==> src/rtl/t_ff_bank_pkg.sv <==
// t_ff_bank_pkg: shared types and command encodings for the toggle flip-flop bank arbiter.
// Ports: none (package). Imported by t_ff_bank_arbiter and rr_arbiter.
// Optional lock feature (top level) is enabled by defining T_FF_BANK_ARB_LOCK_EN.
package t_ff_bank_pkg;

   // Two-bit command encodings as seen on req_cmd slices
   localparam logic [1:0] CMD_NOP_ENC    = 2'b00;
   localparam logic [1:0] CMD_TOGGLE_ENC = 2'b01;
   localparam logic [1:0] CMD_SET_ENC    = 2'b10;
   localparam logic [1:0] CMD_RESET_ENC  = 2'b11;

   typedef enum logic [1:0] {
      CMD_NOP    = CMD_NOP_ENC,
      CMD_TOGGLE = CMD_TOGGLE_ENC,
      CMD_SET    = CMD_SET_ENC,
      CMD_RESET  = CMD_RESET_ENC
   } cmd_e;

   typedef enum logic {
      ST_IDLE   = 1'b0,
      ST_LOCKED = 1'b1
   } state_e;

endpackage

==> src/rtl/rr_arbiter.sv <==
// rr_arbiter: combinational round-robin pick, one-hot grant of the first set request at or after start.
// Ports: req (request vector), start (search pointer), grant (one-hot or zero).
// Purely combinational; no state, no clock.
module rr_arbiter
   import t_ff_bank_pkg::*;
#(
   parameter int N = 4
) (
   input  logic [N-1:0]         req,
   input  logic [$clog2(N)-1:0] start,
   output logic [N-1:0]         grant
);

   localparam int PW = $clog2(N);

   always_comb begin
      logic [PW-1:0] idx;
      logic          found;
      grant = '0;
      found = 1'b0;
      idx   = '0;
      // Walk N slots beginning at start, wrapping modulo N
      for (int k = 0; k < N; k++) begin
         idx = PW'((int'(start) + k) % N);
         if (!found && req[idx]) begin
            grant[idx] = 1'b1;
            found      = 1'b1;
         end
      end
   end

endmodule

==> src/rtl/t_ff_bank_arbiter.sv <==
// t_ff_bank_arbiter: WIDTH-bit toggle/set/reset flip-flop bank shared by N_REQ requesters via round-robin.
// Ports: clk, reset (async high), enable, req_valid/req_cmd/req_mask/req_lock in; req_ready, q, locked, owner out.
// Define T_FF_BANK_ARB_LOCK_EN to enable bank locking with a LOCK_MAX idle-cycle timeout; otherwise plain round-robin.
module t_ff_bank_arbiter
   import t_ff_bank_pkg::*;
#(
   parameter int WIDTH    = 8,
   parameter int N_REQ    = 4,
   parameter int LOCK_MAX = 16
) (
   input  logic                     clk,
   input  logic                     reset,
   input  logic                     enable,
   input  logic [N_REQ-1:0]         req_valid,
   input  logic [2*N_REQ-1:0]       req_cmd,
   input  logic [WIDTH*N_REQ-1:0]   req_mask,
   input  logic [N_REQ-1:0]         req_lock,
   output logic [N_REQ-1:0]         req_ready,
   output logic [WIDTH-1:0]         q,
   output logic                     locked,
   output logic [$clog2(N_REQ)-1:0] owner
);

   localparam int PW = $clog2(N_REQ);

   logic [PW-1:0]    ptr, ptr_nxt;
   logic [WIDTH-1:0] q_r, q_nxt;
   logic [N_REQ-1:0] arb_req, grant;
   logic             xfer;
   logic [PW-1:0]    gnt_idx;
   logic [1:0]       sel_cmd;
   logic [WIDTH-1:0] sel_mask;

   function automatic logic [PW-1:0] ptr_inc(input logic [PW-1:0] p);
      return (int'(p) == N_REQ - 1) ? '0 : p + 1'b1;
   endfunction

`ifdef T_FF_BANK_ARB_LOCK_EN
   localparam int TW = (LOCK_MAX > 1) ? $clog2(LOCK_MAX) : 1;

   state_e        state, state_nxt;
   logic [PW-1:0] owner_r, owner_nxt;
   logic [TW-1:0] timer, timer_nxt;
   logic          sel_lock;

   // While locked only the owner is allowed to compete
   assign arb_req = (state == ST_LOCKED) ? (req_valid & (N_REQ'(1) << owner_r)) : req_valid;
   assign locked  = (state == ST_LOCKED);
   assign owner   = owner_r;
`else
   logic unused_lock;

   assign unused_lock = ^req_lock;
   assign arb_req     = req_valid;
   assign locked      = 1'b0;
   assign owner       = '0;
`endif

   rr_arbiter #(.N(N_REQ)) u_rr (
      .req   (arb_req),
      .start (ptr),
      .grant (grant)
   );

   // Grant is suppressed outright during reset and while disabled
   assign req_ready = (reset || !enable) ? '0 : grant;
   assign xfer      = |req_ready;
   assign q         = q_r;

   // Select the granted requester's command fields
   always_comb begin
      gnt_idx  = '0;
      sel_cmd  = CMD_NOP_ENC;
      sel_mask = '0;
`ifdef T_FF_BANK_ARB_LOCK_EN
      sel_lock = 1'b0;
`endif
      for (int i = 0; i < N_REQ; i++) begin
         if (grant[i]) begin
            gnt_idx  = PW'(i);
            sel_cmd  = req_cmd[2*i +: 2];
            sel_mask = req_mask[WIDTH*i +: WIDTH];
`ifdef T_FF_BANK_ARB_LOCK_EN
            sel_lock = req_lock[i];
`endif
         end
      end
   end

   // Next-state: bank contents, pointer and (optionally) lock FSM
   always_comb begin
      q_nxt   = q_r;
      ptr_nxt = ptr;
`ifdef T_FF_BANK_ARB_LOCK_EN
      state_nxt = state;
      owner_nxt = owner_r;
      timer_nxt = timer;
`endif
      if (xfer) begin
         unique case (cmd_e'(sel_cmd))
            CMD_TOGGLE: q_nxt = q_r ^ sel_mask;
            CMD_SET:    q_nxt = q_r | sel_mask;
            CMD_RESET:  q_nxt = q_r & ~sel_mask;
            default:    q_nxt = q_r;
         endcase
         ptr_nxt = ptr_inc(gnt_idx);
`ifdef T_FF_BANK_ARB_LOCK_EN
         if (state == ST_IDLE) begin
            if (sel_lock) begin
               state_nxt = ST_LOCKED;
               owner_nxt = gnt_idx;
               timer_nxt = '0;
            end
         end else begin
            // A transfer while locked is necessarily from the owner
            timer_nxt = '0;
            if (!sel_lock) begin
               state_nxt = ST_IDLE;
            end
         end
`endif
      end
`ifdef T_FF_BANK_ARB_LOCK_EN
      else if (enable && state == ST_LOCKED) begin
         if (int'(timer) == LOCK_MAX - 1) begin
            // Owner went quiet too long: release and hand priority to the next requester
            state_nxt = ST_IDLE;
            timer_nxt = '0;
            ptr_nxt   = ptr_inc(owner_r);
         end else begin
            timer_nxt = timer + 1'b1;
         end
      end
`endif
   end

   always_ff @(posedge clk or posedge reset) begin
      if (reset) begin
         q_r <= '0;
         ptr <= '0;
      end else begin
         q_r <= q_nxt;
         ptr <= ptr_nxt;
      end
   end

`ifdef T_FF_BANK_ARB_LOCK_EN
   always_ff @(posedge clk or posedge reset) begin
      if (reset) begin
         state   <= ST_IDLE;
         owner_r <= '0;
         timer   <= '0;
      end else begin
         state   <= state_nxt;
         owner_r <= owner_nxt;
         timer   <= timer_nxt;
      end
   end
`endif

endmodule

==> config.mk <==
export PLATFORM = sky130hd
export DESIGN_NAME = t_ff_bank_arbiter
export DESIGN_NICKNAME = d
export VERILOG_FILES = /design/src/rtl/t_ff_bank_pkg.sv /design/src/rtl/rr_arbiter.sv /design/src/rtl/t_ff_bank_arbiter.sv
export SDC_FILE = /design/constraint.sdc
export NUM_CORES = 1
export LEC_CHECK = 0
export CAP_MARGIN = 25
export CORE_MARGIN = 2
export CORE_UTILIZATION = 43
export CTS_CLUSTER_SIZE = 14
export DETAILED_ROUTE_END_ITERATION = 6
export PLACE_DENSITY = 0.88
export SLEW_MARGIN = 25
export SYNTH_ARGS = -nofsm -noshare
export SYNTH_HDL_FRONTEND = slang
export SYNTH_HIERARCHICAL = 1
export SYNTH_SLANG_ARGS = --single-unit
==> constraint.sdc <==
create_clock -name clk -period 4.4 [get_ports clk]
set_clock_uncertainty 0.2 [all_clocks]
set_input_delay 0.44 -clock clk [delete_from_list [all_inputs] [get_ports clk]]
set_output_delay 0.44 -clock clk [all_outputs]
set_load 0.005 [all_outputs]
==> results of run 1 <==
==> path summary, 6_finish.rpt <==
check | from | end | slack (ns) | cells past startpoint
min reg2reg | q[2] | q[2] | 0.38 | 2
min in group clk | q[2] | q[2] | 0.38 | 2
max in group asynchronous | reset | ptr[0] | 3.40 | 2
min | reset | q[0] | 0.31 | 2
max reg2reg | ptr[0] | q[4] | 0.45 | 15
max | ptr[0] | req_ready[2] | 0.25 | 10
==> per-stage QoR <==
step                hold WS [ns]  utilization  cell area (um2)  total power, mW
finish                     0.306        0.646             2190             1.88
global route               0.349        0.646             2190             2.08
CTS                        0.314        0.646             2190             1.88
detailed placement         0.368        0.639             2170             1.81
global placement           0.369        0.639             2170             1.75
floorplan                 0.0802            -             1550             1.36
==> cells in the final DEF (no fill, tap or decap), drive strengths merged, types with 4 or more instances in the layout <==
master,netlist,routed
nor2b,4,4
a21o,5,5
dfrtp,10,10
inv,16,16
o21ai,4,4
ha,22,22
a221oi,8,8
nor2,26,26
nor3,9,9
mux4,4,4
a21oi,15,15
buf,6,6
clkdlybuf4s50,0,58
a211oi,13,13
nand2,8,8
o211ai,4,4
==> area by class of cell <==
class	instances	share of cell area
timing repair buffer	64	0.286
inverter	17	0.0291
clock buffer	3	0.0103
sequential	10	0.115
tap	46	0.0263
multi-input combinational	145	0.534
==> layer usage <==
metal,part of all wire,up-vias,routed length [um],track usage
met5,0,-,0,0
li1,-,780,-,-
met2,0.50,40,2090,0.352
met1,0.45,750,1880,0.282
met4,0.0090,0,38,0.0734
met3,0.047,4,198,0.0423
==> registers in the layout, summed over array words and instances, names as in the netlist <==
register  cells
ptr           2
q             8
==> timing repair <==
action / CTS / global route
setup buffers: 0 / 0
resized for setup: 0 / 1
setup endpoints to repair: 0 / 2
==> power by group through the flow <==
| stage | sequential (mW) | combinational [mW] | clock (mW) |
|---|---|---|---|
| 5_1_grt | 0.208 | 1.80 | 0.0683 |
| 4_1_cts | 0.197 | 1.62 | 0.0633 |
| 6_report | 0.198 | 1.61 | 0.0629 |
| 2_1_floorplan | 0.188 | 1.17 | 0 |
| 3_5_place_dp | 0.197 | 1.61 | 0 |
| 3_3_place_gp | 0.195 | 1.55 | 0 |
==> cells by family (layout without fill, tap and decap cells) <==
family / count (synthesis) / in the layout / synth area share
AOI/OAI and AO/OA: 59 / 59 / 0.307
and+or+nand+nor: 57 / 57 / 0.201
buffers and inverters: 28 / 84 / 0.0859
adders and majority gates: 22 / 22 / 0.178
DFF: 10 / 10 / 0.162
muxes: 4 / 4 / 0.0632
other: 1 / 3 / 0.00243
==> flow_metrics.env, run 1 <==
export IMPL_status="finished clean"
export IMPL_max_cap_viol_count=0
export IMPL_syn_avg_cell_area_um2=8.53
export IMPL_slew_headroom=0.588
export IMPL_setup_viol=0
export IMPL_track_usage=0.215
export IMPL_synth_cells=181
export IMPL_slowest_delay_ns=0.52
export IMPL_criticalPathCategory="reg -> out"
export IMPL_start_util=0.456
export IMPL_grt_pass1_wl_um=6990
export IMPL_gp_congestion=0.786
export IMPL_dp_slack_ns=0.265
export IMPL_root_buffer="clkbuf_4"
export IMPL_ys_types=40
export IMPL_min_period_ns=4.15
export IMPL_cts_buffers=3
export IMPL_antenna_left=0
export IMPL_yosysTopAreaCell="ha_1"
export IMPL_num_rows=21
export IMPL_final_cell_count_no_fill=285
export IMPL_crit_fanout=17
export IMPL_finalWirelength_um=4210
export IMPL_switching_share=0.529
export IMPL_pwr_share_comb=0.861
export IMPL_hold_viol=0
export IMPL_crit_buf_inv=4
export IMPL_grt_overflow=0
export IMPL_maxSlewViolCount=0
export IMPL_drtPass1Iterations=4
export IMPL_num_antenna_cells=0
export IMPL_cts_tree="done"
export IMPL_cts_clk_slew_worst_paths_ns=0.06
export IMPL_clockBufferDepth=2
export IMPL_die_h_um=63.9
export IMPL_min_path_type="in -> async"
export IMPL_io_pins=66
export IMPL_crit_family="buffers and inverters"
export IMPL_nFillCells=280
export IMPL_yosys_warnings=6
export IMPL_synth_common_cells="nor2_1, ha_1, inv_1"
export IMPL_worst_slack_ns=0.250
export IMPL_ys_seq_area_frac=0.162
export IMPL_cts_sinks=10
export IMPL_yosysMostFrequentCell="nor2_1"
export IMPL_h_tree_depth=1
export IMPL_synth_edf_count=0
export IMPL_coreArea_um2=3390
export IMPL_portBuffers=58
export IMPL_fin_nets=314
export IMPL_netlist_area_um2=1540
export IMPL_leakage_nw=0.919
export IMPL_die_area_um2=4090
export IMPL_multi_input_area_um2=1170
export IMPL_rsz0062_at_grt="false"
export IMPL_switchingPower_mw=0.993
export IMPL_cts_hold_buf=0
export IMPL_drtIter0Drc=32
export IMPL_cp_required_ns=3.76
export IMPL_ys_async_sr_fraction=1.00
export IMPL_via_per_inst=5.52
export IMPL_synth_ff_type="dfrtp_1"
export IMPL_ys_top_cells_by_area="ha_1, dfrtp_1, a211oi_1, nor2_1, a21oi_1"
export IMPL_antenna_found_initial=0
export IMPL_p_per_area_nw_per_um2=857
export IMPL_synth_top_area_frac=0.178
export IMPL_cp_cell_sequence="inv_1 > ha_1 > mux4_2 > nor4b_4 > nand2_1 > o211ai_1 > buf_4 > clkinv_1 > nor2_1 > clkdlybuf4s50_1"
export IMPL_ys_seq_elements=10
export IMPL_cp_end_kind="primary output"
export IMPL_seq_power_share=0.106
export IMPL_wl_per_cell_um=14.8
export IMPL_clkPwrFrac=0.034
export IMPL_p_int_mw=0.883
export IMPL_dieWidth_um=63.9
export IMPL_num_vias=1574
export IMPL_syn2layout_area_growth_pct=41.8
export IMPL_finalSetupTns_ns=0
export IMPL_grt_max_degree=18
export IMPL_regArea_um2=251
export IMPL_max_freq_ghz=0.241
export IMPL_start_kind="register"
export IMPL_period_share=0.943
export IMPL_drive_gt1_frac=0.109
export IMPL_grt_pass1_vias=1506
export IMPL_peakVddDrop_uv=374
export IMPL_dp_hpwl_um=3270
export IMPL_placed_cells=282
export IMPL_critPathSlowestCell="clkdlybuf4s50_1"
export IMPL_cp_arrival_ns=3.51
export IMPL_clock_latency_ns=0.27
export IMPL_drc_errors=0
export IMPL_worst_pin_slew_ns=0.614
Power figures use the tool's default switching activity.
==> run 2: changes to the inputs <==
--- a/config.mk
+++ b/config.mk
@@ -7,10 +7,11 @@
 export LEC_CHECK = 0
 export CAP_MARGIN = 25
 export CORE_MARGIN = 2
-export CORE_UTILIZATION = 43
+export CORE_UTILIZATION = 39
 export CTS_CLUSTER_SIZE = 14
 export DETAILED_ROUTE_END_ITERATION = 6
-export PLACE_DENSITY = 0.88
+export GPL_TIMING_DRIVEN = 0
+export PLACE_DENSITY = 0.85
 export SLEW_MARGIN = 25
 export SYNTH_ARGS = -nofsm -noshare
 export SYNTH_HDL_FRONTEND = slang
==> constraint.sdc (replaced) <==
create_clock -name clk -period 3.7 [get_ports clk]
set_clock_uncertainty 0.2 [all_clocks]
set_input_delay 0.37 -clock clk [delete_from_list [all_inputs] [get_ports clk]]
set_output_delay 0.37 -clock clk [all_outputs]
set_load 0.005 [all_outputs]
==> run 2 against run 1 <==
Compared with the run above: die area up 9.6%; routed wire length up 15%; sequential power up 10%; utilization up 1.4 points; flip-flop and latch count unchanged; combinational power up 48%; setup slack worse by 0.16 ns; critical path type is now reg -> reg; largest power group unchanged; highest routed layer unchanged.
==> flow_metrics.env, run 2 (same netlist as run 1, synthesis figures left out) <==
export IMPL_grt_pass1_vias=1583
export IMPL_antenna_left=0
export IMPL_h_tree_depth=1
export IMPL_gp_congestion=0.810
export IMPL_wl_met3_um=313
export IMPL_cts_sinks=10
export IMPL_multi_input_area_um2=1220
export IMPL_placed_cells=289
export IMPL_num_vias=1709
export IMPL_peakVddDrop_uv=481
export IMPL_crit_fanout=8
export IMPL_dieWidth_um=66.9
export IMPL_slew_headroom=0.506
export IMPL_drtPass1Iterations=4
export IMPL_clockBufferDepth=2
export IMPL_rsz0062_at_grt="true"
export IMPL_io_pins=66
export IMPL_num_rows=22
export IMPL_num_antenna_cells=0
export IMPL_cts_buffers=3
export IMPL_final_cell_count_no_fill=308
export IMPL_coreArea_um2=3740
export IMPL_nFillCells=307
export IMPL_die_h_um=66.9
export IMPL_final_core_util=0.660
export IMPL_maxSlewViolCount=0
export IMPL_p_per_area_nw_per_um2=1090
export IMPL_dp_hpwl_um=3290
export IMPL_die_area_um2=4480
export IMPL_max_freq_ghz=0.277
export IMPL_setup_viol=0
export IMPL_hold_viol=0
export IMPL_cp_required_ns=3.61
export IMPL_syn2layout_area_growth_pct=60.1
export IMPL_largest_reg_flops=8
export IMPL_min_path_type="in -> async"
export IMPL_cts_clk_slew_worst_paths_ns=0.05
export IMPL_max_cap_viol_count=0
export IMPL_grt_max_degree=11
export IMPL_portBuffers=58
export IMPL_placed_area_um2=2190
export IMPL_m1WireLength_um=1860
export IMPL_start_util=0.412
export IMPL_status="finished clean"
export IMPL_startpoint="ptr[0]"
export IMPL_finalSetupTns_ns=0
export IMPL_drc_errors=0
export IMPL_root_buffer="clkbuf_8"
export IMPL_r2r_start="ptr[0]"
export IMPL_wl_per_cell_um=15.7
export IMPL_grt_pass1_wl_um=7270
export IMPL_cp_arrival_ns=3.52
export IMPL_criticalPathCategory="reg -> reg"
export IMPL_cp_end_kind="register"
export IMPL_period_share=0.974
export IMPL_via_per_inst=5.55
export IMPL_antenna_found_initial=0
export IMPL_routed_top_layer="met4"
export IMPL_final_common_cell="clkdlybuf4s50_1"
export IMPL_drtIter0Drc=76
export IMPL_cts_tree="done"
export IMPL_fin_nets=335
export IMPL_min_period_ns=3.61
export IMPL_regArea_um2=253
export IMPL_leakage_nw=1.10
export IMPL_met2_length_um=2570
export IMPL_drive_gt1_frac=0.227
export IMPL_fin_area_um2=2470
export IMPL_grt_overflow=0
export IMPL_clock_latency_ns=0.23
export IMPL_worst_pin_slew_ns=0.736
export IMPL_finalWirelength_um=4820
export IMPL_start_kind="register"
export IMPL_cts_hold_buf=0
export IMPL_track_usage=0.212
export IMPL_layout_common_cells="clkdlybuf4s50_1, nor2_1, buf_4, ha_1, inv_1"
[run 2: cell types whose count changed in the layout (fill, tap and decap cells not counted), sizes merged]
| cell | change |
|---|---|
| dlymetal6s2s | +5 |
| buf | +18 |
| clkdlybuf4s50 | -5 |
| clkinv | -1 |
| clkbuf | +3 |
| inv | +1 |
[run 2: layout make-up]
cell class,count,area share
flip-flops and latches,10,0.102
clock buffers,3,0.0167
multi-input cells,145,0.493
repair buffers,74,0.290
inverters,17,0.0288
plain buffers,11,0.0450
well taps,48,0.0243
[run 2: routing by layer]
layer / up-vias / track usage
li1: 826 / -
met1: 802 / 0.263
met2: 71 / 0.371
met3: 10 / 0.0253
met4: 0 / 0.0791
met5: - / 0
[run 2: power by group]
part | leakage, nW | total (mW) | internal, mW | switching [mW]
sequential | 0.114 | 0.218 | 0.166 | 0.0519
clock | 0.0216 | 0.111 | 0.0711 | 0.0403
combinational | 0.969 | 2.38 | 1.12 | 1.25
total | 1.10 | 2.71 | 1.36 | 1.35
[run 2: timing repair]
item | in CTS | in global routing
setup buffers | 4 | 12
endpoints found under the setup margin | 11 | 11
pin swaps | 3 | 13
gates resized for setup | 16 | 20
[run 2: critical path: stages (launching register included)]
cell and delay (ns):
dfrtp_2 0.37, buf_6 0.13, mux4_2 0.51, buf_6 0.14, buf_4 0.15, a21oi_1 0.13
a21o_2 0.12, o211ai_1 0.13, buf_4 0.19, a211oi_1 0.65, o41a_2 0.33, nor3_2 0.09
a221o_1 0.34
[run 2: worst paths after layout]
kind                       slack [ns]      to  depth (start not counted)
setup / recovery                 0.09    q[0]                         12
hold / removal                   0.28    q[1]                          2
setup reg to reg                 0.09    q[0]                         12
hold reg to reg                  0.37  ptr[1]                          2
max in group asynchronous        2.71  ptr[1]                          2
min in group clk                 0.37  ptr[1]                          2
[run 2: per-stage QoR]
stage               total power [mW]  worst slack (ns)  hold WS, ns
finish                          2.71            0.0944        0.277
global route                    2.97           -0.0924        0.334
CTS                             2.41            0.0198        0.292
detailed placement              2.13            -0.692        0.364
global placement                2.06            -0.595        0.363
floorplan                       1.62            0.0835       0.0102
